## config.mk

```make
export PLATFORM = sky130hd
export DESIGN_NAME = fetch_queue
export DESIGN_NICKNAME = d
export VERILOG_FILES = /design/src/rtl/cpu_pkg.sv /design/src/rtl/fetch_fifo.sv /design/src/rtl/fetch_queue.sv
export SDC_FILE = /design/constraint.sdc
export NUM_CORES = 1
export LEC_CHECK = 0
export BUFFER_PORTS_ARGS = -buffer_cell sky130_fd_sc_hd__clkbuf_2
export CAP_MARGIN = 20
export CORE_MARGIN = 2
export CORE_UTILIZATION = 35
export DETAILED_ROUTE_END_ITERATION = 12
export PLACE_DENSITY = 0.54
export SETUP_SLACK_MARGIN = 0.02
export SYNTH_ARGS = -nofsm -noshare
export SYNTH_HDL_FRONTEND = slang
export SYNTH_HIERARCHICAL = 1
export SYNTH_SLANG_ARGS = --single-unit
export TNS_END_PERCENT = 100
```

## constraint.sdc

```tcl
create_clock -name clk -period 8.6 [get_ports clk]
set_input_delay 1.29 -clock clk [delete_from_list [all_inputs] [get_ports clk]]
set_output_delay 1.29 -clock clk [all_outputs]
set_load 0.01 [all_outputs]
```

## src/rtl/cpu_pkg.sv

```systemverilog
// rtl/cpu_pkg.sv - shared CPU constants for the fetch front end
//
// Purpose: constants shared by the fetch queue and the pipeline registers.
// Ports: none (package).
package cpu_pkg;

  localparam int              XLEN     = 32;
  localparam logic [XLEN-1:0] RESET_PC = 32'h0000_0000;
  // Injected into IF/ID by its flush logic; the fetch queue never uses it.
  localparam logic [XLEN-1:0] NOP_INST = 32'h0000_0013;

endpackage

```

## src/rtl/fetch_fifo.sv

```systemverilog
// rtl/fetch_fifo.sv - synchronous FIFO holding fetched {pc, inst} entries
//
// Purpose: DEPTH x WIDTH queue with push, pop, flush and occupancy.
// Ports:
//   clk, rst      clock, synchronous active-high reset
//   flush         drop all entries at the edge (overrides push/pop)
//   push, push_data  write at the tail; accepted when not full or popping
//   pop           remove the head; ignored when empty
//   head_data     head entry, 0 when empty
//   count         occupancy
//   full, empty   occupancy flags
module fetch_fifo
  import cpu_pkg::*;
#(
  parameter  int DEPTH = 4,
  parameter  int WIDTH = 64,
  localparam int AW    = $clog2(DEPTH),
  localparam int CW    = $clog2(DEPTH + 1)
) (
  input  logic             clk,
  input  logic             rst,
  input  logic             flush,
  input  logic             push,
  input  logic [WIDTH-1:0] push_data,
  input  logic             pop,
  output logic [WIDTH-1:0] head_data,
  output logic [CW-1:0]    count,
  output logic             full,
  output logic             empty
);

  logic [WIDTH-1:0] mem [DEPTH];
  logic [AW-1:0]    rd_ptr;
  logic [AW-1:0]    wr_ptr;
  logic [CW-1:0]    occ;
  logic             do_pop;
  logic             do_push;

  assign empty   = (occ == '0);
  assign full    = (occ == CW'(DEPTH));
  assign do_pop  = pop & ~empty;
  // A full queue still accepts a push when the head leaves in the same cycle.
  assign do_push = push & (~full | do_pop);

  always_ff @(posedge clk) begin
    if (rst || flush) begin
      rd_ptr <= '0;
      wr_ptr <= '0;
      occ    <= '0;
    end else begin
      if (do_push) wr_ptr <= wr_ptr + 1'b1;
      if (do_pop)  rd_ptr <= rd_ptr + 1'b1;
      if (do_push && !do_pop)      occ <= occ + 1'b1;
      else if (do_pop && !do_push) occ <= occ - 1'b1;
    end
  end

  // Storage needs no reset: occupancy alone decides what is valid.
  always_ff @(posedge clk) begin
    if (do_push) mem[wr_ptr] <= push_data;
  end

  assign head_data = empty ? '0 : mem[rd_ptr];
  assign count     = occ;

endmodule

```

## src/rtl/fetch_queue.sv

```systemverilog
// rtl/fetch_queue.sv - instruction fetch front end with decoupling queue
//
// Purpose: owns the fetch PC, reads the combinational instruction memory and
// queues {pc, inst} pairs ahead of IF/ID; a taken redirect flushes the queue.
// Ports:
//   clk, rst                  clock, synchronous active-high reset
//   fetch_en                  allow new fetches (queue drains regardless)
//   imem_addr, imem_rdata     instruction memory word address / data
//   redirect_valid, redirect_pc  taken branch/jump from EX/MEM
//   out_valid, out_ready      head handshake towards decode
//   out_pc, out_inst          head entry (0 when empty)
//   count                     queue occupancy
module fetch_queue
  import cpu_pkg::*;
#(
  parameter  int                     XLEN     = cpu_pkg::XLEN,
  parameter  int                     DEPTH    = 4,
  parameter  int                     IMEM_AW  = 6,
  parameter  logic [XLEN-1:0]        RESET_PC = cpu_pkg::RESET_PC,
  localparam int                     CW       = $clog2(DEPTH + 1)
) (
  input  logic               clk,
  input  logic               rst,
  input  logic               fetch_en,
  output logic [IMEM_AW-1:0] imem_addr,
  input  logic [XLEN-1:0]    imem_rdata,
  input  logic               redirect_valid,
  input  logic [XLEN-1:0]    redirect_pc,
  output logic               out_valid,
  input  logic               out_ready,
  output logic [XLEN-1:0]    out_pc,
  output logic [XLEN-1:0]    out_inst,
  output logic [CW-1:0]      count
);

  logic [XLEN-1:0]   fetch_pc;
  logic              pop;
  logic              push;
  logic              full;
  logic              empty;
  logic [2*XLEN-1:0] head_data;

  assign pop  = out_valid & out_ready;
  assign push = fetch_en & ~redirect_valid & (~full | pop);

  always_ff @(posedge clk) begin
    if (rst) begin
      fetch_pc <= RESET_PC;
    end else if (redirect_valid) begin
      fetch_pc <= {redirect_pc[XLEN-1:2], 2'b00};
    end else if (push) begin
      // Wraps modulo 2^XLEN by construction of the width.
      fetch_pc <= fetch_pc + XLEN'(4);
    end
  end

  // Redirect doubles as the queue flush; a pop in that cycle is simply lost
  // with the rest of the entries, decode squashes it on its side.
  fetch_fifo #(
    .DEPTH (DEPTH),
    .WIDTH (2*XLEN)
  ) u_fifo (
    .clk       (clk),
    .rst       (rst),
    .flush     (redirect_valid),
    .push      (push),
    .push_data ({fetch_pc, imem_rdata}),
    .pop       (pop),
    .head_data (head_data),
    .count     (count),
    .full      (full),
    .empty     (empty)
  );

  assign imem_addr           = fetch_pc[IMEM_AW+1:2];
  assign out_valid           = ~empty;
  assign {out_pc, out_inst}  = head_data;

endmodule

```

## Word level (Yosys, flattened, before mapping)

Memory sizes are Yosys's and may differ from the RTL's. A register that Yosys moved wholly into a read port is not among the register bits.
Cells that the tools add are included.

| storage, ports and cells | value |
|---|---|
| register bits | 39 |
| bits in latches | 0 |
| RAM bits | 256 |
| ROM bits | 0 |
| input port bits | 69 |
| output and inout port bits | 74 |
| memories | 1 |

| operators by class | value |
|---|---|
| $add $sub $neg | 5 |
| $mul | 0 |
| div/mod/pow operators | 0 |
| $lt $le $gt $ge | 0 |
| equality and inequality tests | 1 |
| shift operators | 0 |
| muxes and demuxes | 9 |
| bitwise operators | 10 |
| reduce and logical (&&, ||, !) cells | 9 |

Memory list:

| name | depth | width | read ports | clocked after memory_dff | write ports | line | text |
|---|---|---|---|---|---|---|---|
| u_fifo.mem | 4 | 64 | 1 | 1 | 1 | fetch_fifo.sv:32 | `logic [WIDTH-1:0] mem [DEPTH];` |

Operator list:

| cell | number |
|---|---|
| 32-bit 2-to-1 mux | 2 |
| 64-bit 2-to-1 mux | 1 |
| 32-bit by 3-bit adder with 32-bit output, second input constant | 1 |
| 3-bit 2-to-1 mux | 2 |
| 1-bit AND | 5 |
| 2-bit by 1-bit adder with 2-bit output, second input constant | 2 |
| 2-bit 2-to-1 mux | 2 |
| 2-bit nonzero test | 2 |
| 3-bit by 1-bit adder with 3-bit output, second input constant | 1 |
| 3-bit equality test, second input constant | 1 |
| 3-bit logical NOT | 1 |
| 1-bit inverter | 3 |
| 3-bit by 1-bit subtractor with 3-bit output, second input constant | 1 |
| 1-bit logical AND | 2 |
| 1-bit logical NOT | 2 |
| 1-bit 2-to-1 mux | 2 |
| 1-bit OR | 2 |
| 2-bit OR reduction | 1 |
| 1-bit logical OR | 1 |

## Logic depth before layout (Yosys ltp)

| depth | value |
|---|---|
| depth after elaboration | 10 |
| depth in mapped cells | 13 |

## By module

Netlist, hierarchy kept.

By module, submodules not included:

| module | instances | cells each | area an instance (µm²) | seq. area each (µm²) |
|---|---|---|---|---|
| fetch_fifo | 1 | 456 | 10141.0 | 7867.5 |
| fetch_queue | 1 | 253 | 1975.6 | 600.6 |

## Worst setup path before layout

No wires, ideal clock.

| timing | value |
|---|---|
| kind | input to register |
| start point | input redirect_valid |
| end point | register u_fifo.occ[2] (netlist: u_fifo/count[2]) |
| library setup time | 70 ps |
| data arrival time | 3657 ps |
| data required time | 8530 ps |
| setup slack | 4873 ps |
| cell stages on the path | 12 |
| path through | clkbuf_1 > inv_2 > clkbuf_1 > clkbuf_1 > and2_1 > and2_4 > ha_1 > inv_1 > fa_1 > xor2_1 > or3_1 > a21oi_1 |

| on the way | value |
|---|---|
| word-level cells in the longest chain between the ends | 7 |
| elaborated cells on any way between the ends | 10 |
| those cells by class | 1 x mux; 4 x bitwise; 5 x reduce/logical |

RTL lines:

| element | line | text |
|---|---|---|
| from (decl) | fetch_queue.sv:27 | `input logic redirect_valid,` |
| 1-bit inverter * | fetch_queue.sv:44 | `assign push = fetch_en & ~redirect_valid & (~full \| pop);` |
| 1-bit AND * (2 in series) | fetch_queue.sv:44 |  |
| named net push | fetch_queue.sv:38 | `logic push;` |
| 1-bit AND * | fetch_fifo.sv:43 | `assign do_push = push & (~full \| do_pop);` |
| named net u_fifo.do_push | fetch_fifo.sv:37 | `logic do_push;` |
| 1-bit logical NOT | fetch_fifo.sv:54 | `else if (do_pop && !do_push) occ <= occ - 1'b1;` |
| 1-bit logical AND | fetch_fifo.sv:54 |  |
| 2-bit nonzero test (no line) | n/a |  |
| to (signal assigned) | fetch_fifo.sv:53 | `if (do_push && !do_pop) occ <= occ + 1'b1;` |
| to (signal assigned) | fetch_fifo.sv:54 |  |
| to (decl) | fetch_fifo.sv:35 | `logic [CW-1:0] occ;` |

The timed path passes the listed nets; every way through them passes the cells marked *.
A chain may end at the register's enable or synchronous reset.

==> qor.txt <==
ant diodes: 0
num ports: 143
worst-path cell chain: buf_4 > mux4_2 > nor2b_1 > clkbuf_2
fin crit period: 4270 ps
post-synthesis sequential area ratio: 0.699
final hold slack: 493 ps
Setup TNS: 0 ps
Min-Delay Path Class: reg2reg
Final Util: 0.418
Primary FF master, synth: edfxtp_1
Ys Warns: 6
Setup Crit Path Kind: reg2out
CTS tree: yes
worst vdd ir: 0.000126 V
crit path max fanout: 42
Post-Syn Area: 12100 sq um
Post-DP Area: 13200 sq um
DRT iter0 DRCs: 380
Setup violations, final: 0
Layout area overhead: 18.4%
Worst path slowest cell: buf_4
DR vias: 6718
Routed Antenna Nets: 0
Cell Pwr Density: 222 nW/um^2
Max Cap Viol: 0
largest net degree at the start of global routing: 68
vias per std cell: 5.05
Max-Slew Margin vs Limit: 0.358
Final Max Tran Viols: 0
Hold Vio Cnt, Final: 0
CP Buf/Inv Count: 2
leakage power: 4.85 nW
DPL Wire Length: 15400 microns
clk sink count: 295
final instance area: 14300 sq um
buffer levels on the longest clock path: 3
EDFF count, synth: 256
FF+latch count, synth: 295
vias in the first global route: 6965
proportion of layout cells with a drive suffix above 1: 0.315
Avg WL per Cell: 20.1 microns
first-pass GRT wire length: 41200 microns
non-filler instance count after layout: 1331
Placeable Area: 34300 sq um
initial antenna violation count: 0
Post-synth ARST share: 0
Worst-Skew Late Latency: 510 ps
outcome: completed
DR DRC count: 0
Tot Pwr: 3.19 mW
crit share post-route: 0.496
final WL: 26800 microns
Reg clk slew, reported paths: 60 ps
crit-path leading delay family: buffers and inverters
total track usage: 0.150
element type at the critical path end: output port
crit path launch type: flop
Starting Density: 0.353
Worst-Margin Slew: 962 ps
I/O Buffers: 140
Syn Inst Count: 709
gr ovfl total: 0
First-pass DRT Iterations: 4
RSZ-0062 raised after global routing: no
RD Place Congestion: 0.731
clock skew: 10.6 ps
DIE WIDTH: 190 microns
die area: 36100 sq um
Max Freq: 234 MHz
Site Rows: 68
Die H: 190 microns
required time of the critical path: 7310 ps
WP data arrival: 2980 ps
cts repair resizes: 0
syn avg cell area: 17.1 sq um
hold buffer count at cts: 0
R2R Setup Slk: 5420 ps
dpl ws: 4040 ps
placed cell count: 1268
CTS Root Cell: clkbuf_16
synth unique cells: 60
number of nets in the layout: 926
post-CTS setup buffers: 0
total CTS buffers: 34
slowest stage delay, CP: 820 ps
slack of the critical path: 4330 ps
H-Tree Depth: 2
==> worst min-delay path: stages (launching register included) <==
cell,delay [ps]
dfxtp_1,300
o21ai_0,70
a21oi_1,70
==> cell families after synthesis <==
family,count (synthesis),synth area share
simple gates,190,0.0899
xor+xnor,7,0.00506
other cells,1,0.000309
fa+ha+maj,7,0.00785
compound gates,75,0.0512
buf+inv,68,0.0261
flops,295,0.699
mux,66,0.121
==> layout by cell type, fill, tap and decap left out, types with 6 or more instances in the layout <==
master     count
a2111oi_1      6
a311oi_1       9
and2b_1       16
buf_4          9
clkbuf_1      11
clkbuf_16     37
clkbuf_2     140
clkinv_1       6
conb_1         8
dfxtp_1       37
edfxtp_1     256
ha_1           6
inv_1         14
mux4_2        64
nand2_1       14
nand3_1        6
nand4_1        6
nor2_1        42
nor2b_1       58
nor4_1        11
o31ai_1        8
o41a_1         8
or3_1          9
==> flip-flops by register name, summed over array words and instances, names as in the netlist, named ones only <==
register       flops
u_fifo/rd_ptr      2
u_fifo/count       3
fetch_pc          30
u_fifo/mem       256
u_fifo/wr_ptr      2
==> synthesized netlist by cell type (3+ instances only) <==
master / instances / share of area
o21ai_1: 3 / 0.0012
nor2_1: 42 / 0.013
ha_1: 6 / 0.0062
o2111ai_1: 3 / 0.0022
or4_1: 3 / 0.0019
xor2_1: 5 / 0.0036
o31ai_1: 8 / 0.0050
nand4_1: 6 / 0.0031
and3_1: 4 / 0.0021
nor3b_1: 3 / 0.0019
a2111oi_1: 6 / 0.0050
a21oi_1: 4 / 0.0017
a221oi_1: 3 / 0.0022
and2b_1: 16 / 0.0099
a31oi_1: 3 / 0.0015
dfxtp_1: 39 / 0.064
nor4_1: 11 / 0.0057
and2_1: 3 / 0.0015
mux4_2: 64 / 0.12
nor2b_1: 58 / 0.030
a2111oi_0: 4 / 0.0029
a311oi_1: 9 / 0.0065
nand2_1: 14 / 0.0043
buf_2: 5 / 0.0021
nand3_1: 6 / 0.0025
and3_2: 4 / 0.0025
buf_4: 12 / 0.0074
o41a_1: 8 / 0.0074
o211ai_1: 4 / 0.0025
nor3_1: 4 / 0.0017
edfxtp_1: 256 / 0.63
inv_1: 14 / 0.0043
clkbuf_1: 29 / 0.0090
o31a_1: 3 / 0.0022
o21ai_0: 3 / 0.0012
or3_1: 9 / 0.0046
a211oi_1: 5 / 0.0031
==> layer usage <==
layer	track usage	vias up	share of wire
li1	-	3095	-
met1	0.207	3414	0.46
met2	0.246	175	0.48
met3	0.0293	34	0.052
met4	0.0352	0	0.015
met5	0	-	0
==> cell type report <==
class                           count  area [sq um]
Inverter                           17          63.8
Tap cell                          455           569
Sequential cell                   295          8480
Clock buffer                       49           981
Fill cell                        3139         19900
Timing Repair Buffer              149           768
Clock inverter                     13           111
Multi-Input combinational cell    353          3380
==> worst paths after layout <==
| check | from | to | cells after the start |
|---|---|---|---|
| hold reg to reg | u_fifo/rd_ptr[1]$_SDFFE_PP0N_ | flop | 2 |
| setup / recovery | flop | out_pc[14] | 4 |
| setup reg to reg | u_fifo/count[0]$_SDFFE_PP0P_ | u_fifo/mem[0][16]$_DFFE_PP_ | 7 |
| hold / removal | u_fifo/rd_ptr[1]$_SDFFE_PP0N_ | flop | 2 |
==> power breakdown <==
group | leakage, nW | internal, mW | switching [mW]
registers | 2.66 | 1.59 | 0.0276
clock network | 0.532 | 0.853 | 0.545
logic | 1.66 | 0.0747 | 0.0993
Note: power is estimated with default switching activity, not from simulation.
